<file path="src/rtl/DataTypes.sv">
// Shared UART types and default constants; the transmitter uses the same
// package, hence the RX_ prefix on the receiver state enumerators.
package DataTypes;

  localparam int UART_BAUD_DIV  = 16;
  localparam int UART_DATA_BITS = 8;

  typedef enum logic [2:0] {
    RX_IDLE   = 3'd0,
    RX_START  = 3'd1,
    RX_DATA   = 3'd2,
    RX_PARITY = 3'd3,
    RX_STOP   = 3'd4
  } RX_STATE;

endpackage

</file>
<file path="src/rtl/uart_rx_sync.sv">
// Two-flop synchronizer for the asynchronous rxd pin plus a falling-edge
// detector; all flops reset to 1 so an idle line never produces a fall.
module uart_rx_sync (
  input  logic clk,
  input  logic reset,
  input  logic rxd_i,
  output logic level_o,
  output logic fall_o
);

  logic meta_q;
  logic sync_q;
  logic prev_q;

  always_ff @(posedge clk or negedge reset) begin
    if (!reset) begin
      meta_q <= 1'b1;
      sync_q <= 1'b1;
      prev_q <= 1'b1;
    end else begin
      meta_q <= rxd_i;
      sync_q <= meta_q;
      prev_q <= sync_q;
    end
  end

  // A line held low keeps prev_q at 0, so it cannot retrigger.
  assign level_o = sync_q;
  assign fall_o  = prev_q & ~sync_q;

endmodule

</file>
<file path="src/rtl/uart_rx.sv">
// UART receiver: mid-bit start validation, LSB-first data sampling, stop check.
// Optional even-parity bit compiled in with `define UART_RX_PARITY_EN.
module uart_rx
  import DataTypes::*;
#(
  parameter int BAUD_DIV  = UART_BAUD_DIV,
  parameter int DATA_BITS = UART_DATA_BITS
) (
  input  logic                 clk,
  input  logic                 reset,
  input  logic                 rxd,
  input  logic                 clr_rx,
  output logic [DATA_BITS-1:0] rx_data,
  output logic                 rx_ready,
  output logic                 framing_error,
  output logic                 overrun,
  output logic                 parity_error,
  output logic                 busy,
  output logic [2:0]           dbg_state_o
);

  localparam int CW = $clog2(BAUD_DIV);
  localparam int IW = (DATA_BITS > 1) ? $clog2(DATA_BITS) : 1;
  localparam logic [CW-1:0] CNT_HALF = CW'(BAUD_DIV / 2 - 1);
  localparam logic [CW-1:0] CNT_FULL = CW'(BAUD_DIV - 1);
  localparam logic [IW-1:0] IDX_LAST = IW'(DATA_BITS - 1);

  logic rx_level;
  logic rx_fall;

  uart_rx_sync u_sync (
    .clk     (clk),
    .reset   (reset),
    .rxd_i   (rxd),
    .level_o (rx_level),
    .fall_o  (rx_fall)
  );

  RX_STATE              state_q;
  logic [CW-1:0]        cnt_q;
  logic [IW-1:0]        idx_q;
  logic [DATA_BITS-1:0] shift_q;
  logic [DATA_BITS-1:0] rx_data_q;
  logic                 rx_ready_q;
  logic                 fe_q;
  logic                 ov_q;
  logic                 busy_q;
`ifdef UART_RX_PARITY_EN
  logic                 par_bit_q;
  logic                 pe_q;
`endif

  // Host interface: rx_ready is a level held until clr_rx; a completing frame
  // in the same cycle as clr_rx wins and its flags replace the old ones.
  always_ff @(posedge clk or negedge reset) begin
    if (!reset) begin
      state_q    <= RX_IDLE;
      cnt_q      <= '0;
      idx_q      <= '0;
      shift_q    <= '0;
      rx_data_q  <= '0;
      rx_ready_q <= 1'b0;
      fe_q       <= 1'b0;
      ov_q       <= 1'b0;
      busy_q     <= 1'b0;
`ifdef UART_RX_PARITY_EN
      par_bit_q  <= 1'b0;
      pe_q       <= 1'b0;
`endif
    end else begin
      if (clr_rx) begin
        rx_ready_q <= 1'b0;
        fe_q       <= 1'b0;
        ov_q       <= 1'b0;
`ifdef UART_RX_PARITY_EN
        pe_q       <= 1'b0;
`endif
      end
      cnt_q <= cnt_q + 1'b1;
      case (state_q)
        RX_IDLE: begin
          cnt_q <= '0;
          if (rx_fall) begin
            state_q <= RX_START;
            busy_q  <= 1'b1;
          end
        end
        RX_START: begin
          if (cnt_q == CNT_HALF) begin
            cnt_q <= '0;
            if (rx_level) begin
              state_q <= RX_IDLE;
              busy_q  <= 1'b0;
            end else begin
              idx_q   <= '0;
              state_q <= RX_DATA;
            end
          end
        end
        RX_DATA: begin
          if (cnt_q == CNT_FULL) begin
            cnt_q   <= '0;
            shift_q <= {rx_level, shift_q[DATA_BITS-1:1]};
            idx_q   <= idx_q + 1'b1;
            if (idx_q == IDX_LAST) begin
`ifdef UART_RX_PARITY_EN
              state_q <= RX_PARITY;
`else
              state_q <= RX_STOP;
`endif
            end
          end
        end
`ifdef UART_RX_PARITY_EN
        RX_PARITY: begin
          if (cnt_q == CNT_FULL) begin
            cnt_q     <= '0;
            par_bit_q <= rx_level;
            state_q   <= RX_STOP;
          end
        end
`endif
        RX_STOP: begin
          // Returning to idle at mid-stop leaves room for a back-to-back start.
          if (cnt_q == CNT_FULL) begin
            cnt_q      <= '0;
            state_q    <= RX_IDLE;
            busy_q     <= 1'b0;
            rx_data_q  <= shift_q;
            rx_ready_q <= 1'b1;
            fe_q       <= ~rx_level | (fe_q & ~clr_rx);
            ov_q       <= (rx_ready_q | ov_q) & ~clr_rx;
`ifdef UART_RX_PARITY_EN
            pe_q       <= (^shift_q ^ par_bit_q) | (pe_q & ~clr_rx);
`endif
          end
        end
        default: begin
          state_q <= RX_IDLE;
          busy_q  <= 1'b0;
        end
      endcase
    end
  end

  assign rx_data       = rx_data_q;
  assign rx_ready      = rx_ready_q;
  assign framing_error = fe_q;
  assign overrun       = ov_q;
  assign busy          = busy_q;
  assign dbg_state_o   = state_q;
`ifdef UART_RX_PARITY_EN
  assign parity_error  = pe_q;
`else
  assign parity_error  = 1'b0;
`endif

endmodule

</file>
<file path="config.mk">
export PLATFORM = sky130hd
export DESIGN_NAME = uart_rx
export DESIGN_NICKNAME = d
export VERILOG_FILES = /design/src/rtl/DataTypes.sv /design/src/rtl/uart_rx_sync.sv /design/src/rtl/uart_rx.sv
export SDC_FILE = /design/constraint.sdc
export NUM_CORES = 1
export LEC_CHECK = 0
export ABC_CLOCK_PERIOD_IN_PS = 2700
export CAP_MARGIN = 20
export CORE_ASPECT_RATIO = 0.9
export CORE_UTILIZATION = 38
export CTS_CLUSTER_DIAMETER = 150
export CTS_CLUSTER_SIZE = 14
export DETAILED_ROUTE_END_ITERATION = 12
export GPL_TIMING_DRIVEN = 0
export HOLD_SLACK_MARGIN = 0.06
export MAX_ROUTING_LAYER = met4
export SYNTH_ARGS = -nofsm -noshare
export SYNTH_HDL_FRONTEND = slang
export SYNTH_SLANG_ARGS = --single-unit
</file>
<file path="constraint.sdc">
create_clock -name clk -period 2.7 [get_ports clk]
set_input_delay 0.54 -clock clk [delete_from_list [all_inputs] [get_ports clk]]
set_output_delay 0.54 -clock clk [all_outputs]
set_load 0.01 [all_outputs]
</file>
### Yosys cells after proc, flatten, opt, wreduce, memory -nomap -nowiden

Cells that the tools add are included.
Widths: inputs -> output; s select.

* bits of input ports: 4
* register bits: 33

* $add $sub $neg: 2
* muxes and demuxes: 28
* eq/ne operators: 13
* reduce and logical (&&, ||, !) cells: 8
* bitwise operators: 8

Operators with widths (count)
* $mux 3: 8
* $mux 1: 13
* $ne 2x2->1 const B: 6
* $pmux 3 s4: 1
* $pmux 4 s3: 1
* $reduce_and 5->1: 2
* $mux 4: 2
* $eq 3x3->1 const B: 2
* $pmux 3 s2: 1
* $add 4x1->4 const B: 1
* $eq 4x3->1 const B: 1
* $eq 4x4->1 const B: 1
* $pmux 1 s4: 1
* $reduce_and 2->1: 2
* $reduce_and 4->1: 1
* $add 3x1->3 const B: 1
* $and 1x1->1: 3
* $eq 3x1->1 const B: 1
* $eq 3x2->1 const B: 1
* $logic_not 3->1: 1
* $not 1->1: 3
* $mux 2: 1
* $ne 2x1->1 const B: 1
* $or 1x1->1: 2
* 2 further kinds: 2

### Logic depth before layout (Yosys ltp)

Gate-level depths: netlist of the first run.

* word-level depth: 5
* gate-level depth with buffers: 6
* mapped depth without buffers: 5

### Hierarchy

Synthesis of the first run repeated with hierarchy kept, for this count alone.

* cell total of the unflattened synthesis: 123
* area, all modules: 1447.6 um^2

Modules (own cells, without submodules)
* uart_rx: cells each 119, sequential area each 750.7 um^2, area an instance 1355.0 um^2, times used 1
* uart_rx_sync: cells each 4, sequential area each 78.8 um^2, area an instance 92.6 um^2, times used 1

### Least setup slack after synthesis of the first run

No wires, ideal clock.

* kind: reg2reg
* start: reg state_q[0], in the netlist dbg_state_o[0]
* end: reg idx_q[1]
* cell stages (with the launch flop): 6
* data required time: 2.579 ns
* library setup time: 0.121 ns
* path buffers: 1
* path slack: 1.123 ns
* arrival time: 1.456 ns
* cells stage by stage: dfrtp_1 -> buf_2 -> or3b_4 -> or2_1 -> and2_4 -> a22o_1

* longest elaborated chain between the ends: 3

RTL lines
* start, declared: RTL line uart_rx.sv:39 `RX_STATE state_q;`
* start signal, assigned: RTL line uart_rx.sv:57 `state_q <= RX_IDLE;`
* start signal, assigned: RTL line uart_rx.sv:84 `state_q <= RX_START;`
* start signal, assigned: RTL line uart_rx.sv:92 `state_q <= RX_IDLE;`
* $eq 3x1->1 or $eq 3x2->1 (tied branches): RTL line uart_rx.sv:80 `case (state_q)`
* $ne 2x2->1 (no source line) or $reduce_bool 2->1 (tied branches)
* $reduce_and 4->1 (no source line)
* end signal, assigned: RTL line uart_rx.sv:104 `idx_q <= idx_q + 1'b1;`
* end, declared: RTL line uart_rx.sv:41 `logic [IW-1:0] idx_q;`

Parallel ways exist; a longest one is shown, timed or not.
A chain may end at the register's enable or synchronous reset.

### Worst setup path after layout of the first run

* start: reg busy_q, in the netlist busy
* end: out busy

RTL lines
* start, declared: RTL line uart_rx.sv:47 `logic busy_q;`
* start signal, assigned: RTL line uart_rx.sv:65 `busy_q <= 1'b0;`
* start signal, assigned: RTL line uart_rx.sv:85 `busy_q <= 1'b1;`
* start signal, assigned: RTL line uart_rx.sv:93 `busy_q <= 1'b0;`
* end, declared: RTL line uart_rx.sv:18 `output logic busy,`

No word-level cell between the ends.

==> results of run 1 <==
==> through the flow <==
step | cells | setup WS (ps) | instance area (µm²) | total power [µW] | utilization
floorplan | 140 | 1120 | 1390 | 710 | -
global placement | 202 | 405 | 1630 | 769 | 0.474
detailed placement | 202 | 1020 | 1620 | 777 | 0.473
CTS | 210 | 938 | 1720 | 1180 | 0.503
global route | 210 | 895 | 1720 | 1240 | 0.503
finish | 210 | 944 | 1720 | 1170 | 0.503
==> flip-flops by register name (all words and copies together), names as in the netlist <==
signal	flops
shift_q	8
rx_ready	1
overrun	1
idx_q	3
busy	1
dbg_state_o	3
u_sync.meta_q	1
u_sync.level_o	1
framing_error	1
rx_data	8
u_sync.prev_q	1
cnt_q	4
==> cell usage in the layout (no fill, tap or decap), types with 2 or more instances in the layout <==
master / count
buf_4: 2
dfstp_2: 3
nand3_1: 6
nand2_1: 51
a22o_1: 2
ha_1: 3
clkdlybuf4s50_1: 17
inv_1: 3
buf_2: 3
nand3b_1: 2
nor2_1: 8
a21oi_1: 2
dfrtp_1: 30
clkbuf_8: 7
o21ai_0: 2
nand4b_1: 2
==> area by class of cell <==
| type | count | area, µm² | share of cell area |
|---|---|---|---|
| Buffer | 6 | 40.0 | 0.0232 |
| Inverter | 3 | 11.3 | 0.00654 |
| Multi-Input combinational cell | 98 | 510 | 0.296 |
| Timing Repair Buffer | 18 | 175 | 0.102 |
| Tap cell | 44 | 55.1 | 0.0320 |
| Sequential cell | 33 | 830 | 0.481 |
| Clock inverter | 1 | 5.00 | 0.00290 |
| Clock buffer | 7 | 96.3 | 0.0559 |
==> kinds of logic after synthesis <==
logic type                 after synthesis
xor gates and xnor gates                 2
other                                    1
AOI/OAI and AO/OA                       11
adders and majority gates                3
DFF                                     33
and+or+nand+nor                         80
muxes                                    1
buffers and inverters                    9
==> cell usage after synthesis <==
cell type / number
conb_1: 1
xnor2_1: 1
dfstp_2: 3
and2_1: 1
inv_1: 3
and2_4: 1
o2bb2ai_1: 1
nand3_1: 6
nand4b_1: 2
and3b_1: 1
nor3_1: 1
nand2_1: 51
nor2_2: 1
or2_1: 1
dfrtp_1: 30
and3_1: 1
a31o_2: 1
nand4_1: 1
nor3_2: 1
nor2_1: 8
o21ai_1: 1
nand3b_1: 2
clkbuf_1: 1
nor2b_1: 1
ha_1: 3
a22o_1: 2
buf_4: 2
o22ai_1: 1
buf_2: 2
or3b_4: 1
o21ai_0: 2
buf_6: 1
xor2_1: 1
mux2_2: 1
a21oi_1: 2
a2111oi_0: 1
==> final timing paths <==
kind | start | end | slack (ps)
setup / recovery | busy | busy | 940
hold / removal | reset | dbg_state_o[2] | 310
setup reg to reg | cnt_q[0] | overrun | 1050
hold reg to reg | u_sync.meta_q | u_sync.level_o | 360
max in group asynchronous | reset | rx_data[4] | 1920
min in group clk | u_sync.meta_q | u_sync.level_o | 360
==> power groups by stage <==
stage               sequential [µW]  combinational, µW  clock [µW]
global route                    575                230         436
global placement                574                195           0
detailed placement              577                200           0
finish                          570                202         402
floorplan                       575                135           0
CTS                             568                201         413
==> layer usage <==
layer	vias to the layer above	share of wire	track usage
met5	-	0	-
met4	0	0.0053	0.0745
met3	2	0.034	0.0462
met2	16	0.45	0.190
met1	494	0.51	0.193
li1	508	-	-
==> flow_summary.yaml, run 1 <==
logic_synthesis:
  synthAdderAreaFrac: 0.0270
  netlist_area_um2: 1390
  synth_top_area_share: 0.540
  post-synth-top-area-cell: "dfrtp_1"
  yosys_warnings: 0
  synth_cell_types: 36
  syn_nets: 147
  synthTopCellsByArea: "dfrtp_1 (54%), nand2_1 (14%), dfstp_2 (5.7%), ha_1 (2.7%), nand3_1 (2.2%)"
  ys_ff_latch: 33
  ys_seq_area_frac: 0.596
  synthMuxAreaShare: 0.00809
  synth_top_family_by_area: "simple AND/OR/NAND/NOR gates"
  avgSynthCellArea_um2: 9.94
  synth-simple-area-share: 0.263
  synth_compound_area_frac: 0.0540
  syn_inst: 140
  synth_xor_area_frac: 0.0126
power_and_ir_drop:
  power_leakage_uw: 0.000840
  p_comb_frac: 0.172
  vdd_drop_max_uv: 469
  power.internal_uw: 859
  p_sw_frac: 0.268
  p_clk_frac: 0.342
  p_sw_uw: 314
  powerDensity_nw_per_um2: 681
  seqPwrFrac: 0.486
clock_network:
  post_cts_buffers: 0
  cts_num_sinks: 33
  cts-root-buf: "clkbuf_8"
  clk_path_buf_depth: 2
  clkTransAtPathRegs_ps: 70
  clk_latency_ps: 280
  cts_tree: "built"
  htree_levels: 2
  cts_resized: 0
  cts_made_buffers: 5
  hold_buffers: 0
sta:
  setup_viol: 0
  timing.hold.ws_ps: 314
  finalHoldViolations: 0
  skew_ps: 4.39
  fmax_mhz: 570
  grt_setup_unrepaired: "false"
  tightest_slew_ps: 724
  drv_slew: 0
  slew_headroom: 0.517
  final.min_clock_period_ps: 1760
  finalCritPeriodShare: 0.650
  finalSetupTns_ps: 0
grt:
  grt_pass1_wl_mm: 3.92
  grt_start_max_net_pins: 34
  groute.usage.overall: 0.143
  gr-total-overflow: 0
  first_global_vias: 855
  grt_antenna_before_repair: 0
die:
  fp.dieArea_um2: 3910
  die_h_um: 59.4
  die_w_um: 65.8
  pin_count: 20
  core_region_area_um2: 3430
  rows: 20
  start_util: 0.406
final_layout:
  antennaDiodeCount: 0
  nNetsFinal: 172
  area_growth_pct: 23.8
  fillerInstances: 309
  drive_gt1_frac: 0.139
detailed_routing:
  drt-initial-drc-count: 42
  ant_nets: 0
  drt_pass1_iterations: 4
  drc: 0
  vias: 1020
  vias_per_cell: 4.86
  wl_per_cell_um: 11.7
  wl_mm: 2.46
placed_design:
  port_buffers: 18
  place_congestion: 0.816
  dpl.hpwl_mm: 1.65
worst_setup_path:
  crit_buf_inv: 1
  critical_path_arrival_ps: 1220
  worstSetupStartpointType: "flop"
  end_kind: "output pin"
  required_ps: 2160
  crit_path_max_incr_delay_ps: 550
  cp.depth: 1
  cp_top_family: "buffers and inverters"
  worstSetupPathType: "flop to output pin"
  worstPathCellList: "clkdlybuf4s50_1"
  rr_worst_depth: 5
  crit_slowest_cell: "clkdlybuf4s50_1"
  critPathMaxFanout: 3
flow_run:
  cap_violations: 0
status:
  status: "finished clean"
hold_path:
  min_path_type: "primary input to async pin"
Note: power is estimated with default switching activity, not from simulation.
==> run 2, diff against run 1 <==
Settings changed: ABC_CLOCK_PERIOD_IN_PS 2700 to 1700.
Clock period 2.7 ns to 1.7 ns, I/O delays scaled along.
==> run 2 against run 1 <==
  * Non-clock buffer count stayed put
  * Routed wire length is 0.65% lower
  * Final area is 0.80% higher
  * Total power is 59% higher
  * Worst hold slack worse by 200 ps
  * Global-route usage hardly changed
  * Critical path depth is 5 higher
  * Final cell count stayed put
  * Sequential share of layout area is 0.38 points lower
  * Utilization is 0.40 points higher
  * Combinational power is 60% higher
  * Clock-buffer cell count stayed put
  * Critical path type is now flop to flop
  * Largest cell class unchanged
  * Highest routed layer unchanged
==> flow_summary.yaml, run 2 (synthesized netlist as in run 1, its figures left out) <==
grt:
  first_global_vias: 855
  grt_use_met1: 0.193
  groute.usage.overall: 0.143
  grtUsageMet3: 0.0462
  grtUsageMet2: 0.190
  grt_pass1_wl_mm: 3.92
  grt_antenna_before_repair: 0
  busiest_layer: "met1"
  gr-total-overflow: 0
  grt_start_max_net_pins: 34
power_and_ir_drop:
  power_leakage_uw: 0.000841
  vdd_drop_max_uv: 740
  powerDensity_nw_per_um2: 1070
final_layout:
  area_growth_pct: 24.8
  final_common_cell: "nand2_1"
  drive_gt1_frac: 0.145
  antennaDiodeCount: 0
  fillerInstances: 308
  multi_input_area_um2: 522
  nNetsFinal: 172
  stdcell_count: 210
  final_util: 0.507
  seq_area_um2: 830
  layout_common_cells: "nand2_1 (51), dfrtp_1 (30), clkdlybuf4s50_1 (17), nor2_1 (8), clkbuf_8 (7)"
detailed_routing:
  wl_per_cell_um: 11.6
  wl_mm: 2.44
  vias: 1019
  ant_nets: 0
  drt-initial-drc-count: 49
  vias_per_cell: 4.85
  drt_pass1_iterations: 4
  drc: 0
worst_setup_path:
  critical_path_arrival_ps: 1790
  crit_path_max_incr_delay_ps: 400
  end_kind: "flop"
  worstSetupPathType: "flop to flop"
  critPathMaxFanout: 10
  crit_path_start: "dbg_state_o[0]"
  timing.rr.start: "dbg_state_o[0]"
  worstPathCellList: "buf_2, or3b_4, or2_1, clkbuf_4, nand3_1, o21ai_1"
  crit_slowest_cell: "or3b_4"
  cp_top_family: "simple AND/OR/NAND/NOR gates"
  worstSetupStartpointType: "flop"
  crit_buf_inv: 2
  required_ps: 1870
clock_network:
  clk_path_buf_depth: 2
  hold_buffers: 0
  cts_tree: "built"
  htree_levels: 2
  cts_made_buffers: 5
  clk_latency_ps: 280
  cts_num_sinks: 33
  cts-root-buf: "clkbuf_8"
  clkTransAtPathRegs_ps: 70
sta:
  tightest_slew_ps: 734
  finalHoldViolations: 0
  drv_slew: 0
  fmax_mhz: 618
  finalSetupTns_ps: 0
  slew_headroom: 0.511
  finalCritPeriodShare: 0.952
  skew_ps: 3.45
  final.min_clock_period_ps: 1620
  setup_viol: 0
placed_design:
  place_congestion: 0.816
  dpl.hpwl_mm: 1.65
  port_buffers: 18
  placed_cells: 202
die:
  fp.dieArea_um2: 3910
  die_h_um: 59.4
  die_w_um: 65.8
  rows: 20
  pin_count: 20
  core_region_area_um2: 3430
  start_util: 0.406
hold_path:
  min_path_type: "primary input to async pin"
status:
  status: "finished clean"
flow_run:
  cap_violations: 0
-- run 2: cell types whose count changed in the layout (fill, tap and decap cells not counted) --
cell	change
nor3_2	-1
buf_2	-1
nand3_2	+1
nor3_4	+1
nand3_1	-1
clkbuf_4	+1
-- run 2: worst paths after layout --
path,end,slack (ps),cells after the start
setup / recovery,idx_q[0],80,6
hold / removal,dbg_state_o[2],120,1
max in group asynchronous,rx_data[4],1110,1
setup reg to reg,idx_q[0],80,6
hold reg to reg,u_sync.level_o,360,0
min in group clk,u_sync.level_o,360,0
-- run 2: per-stage QoR --
stage,hold WS [ps],setup slack [ps],total power [µW],instance area [µm²]
after global routing,172,-0.484,1980,1740
after CTS,143,71.5,1880,1730
after detailed placement,347,20.8,1230,1620
after global placement,346,-395,1220,1630
after floorplan,44.4,123,1130,1390
final,117,80.8,1860,1740
-- run 2: report_power, final --
part           internal (µW)  switching, µW  leakage [µW]  total (µW)
logic                    147            176      0.000350         323
registers                852           51.0      0.000437         903
clock network            366            273     0.0000542         639
-- run 2: final cells by class --
type,count,area share
Multi-Input combinational cell,98,0.300
Tap cell,44,0.0317
Clock buffer,7,0.0555
Inverter,3,0.00648
Timing Repair Buffer,18,0.101
Sequential cell,33,0.478
Buffer,6,0.0245
Clock inverter,1,0.00288
-- run 2: metal layers --
| metal | share of wire | up-vias |
|---|---|---|
| li1 | - | 507 |
| met1 | 0.50 | 492 |
| met2 | 0.46 | 18 |
| met3 | 0.039 | 2 |
| met4 | 0.0053 | 0 |
| met5 | 0 | - |
-- run 2: repair_timing --
item	4_1_cts	5_1_grt
setup endpoints to repair	1	10
gates resized for setup	1	2
hold endpoints to repair	0	0
setup buffers	0	0
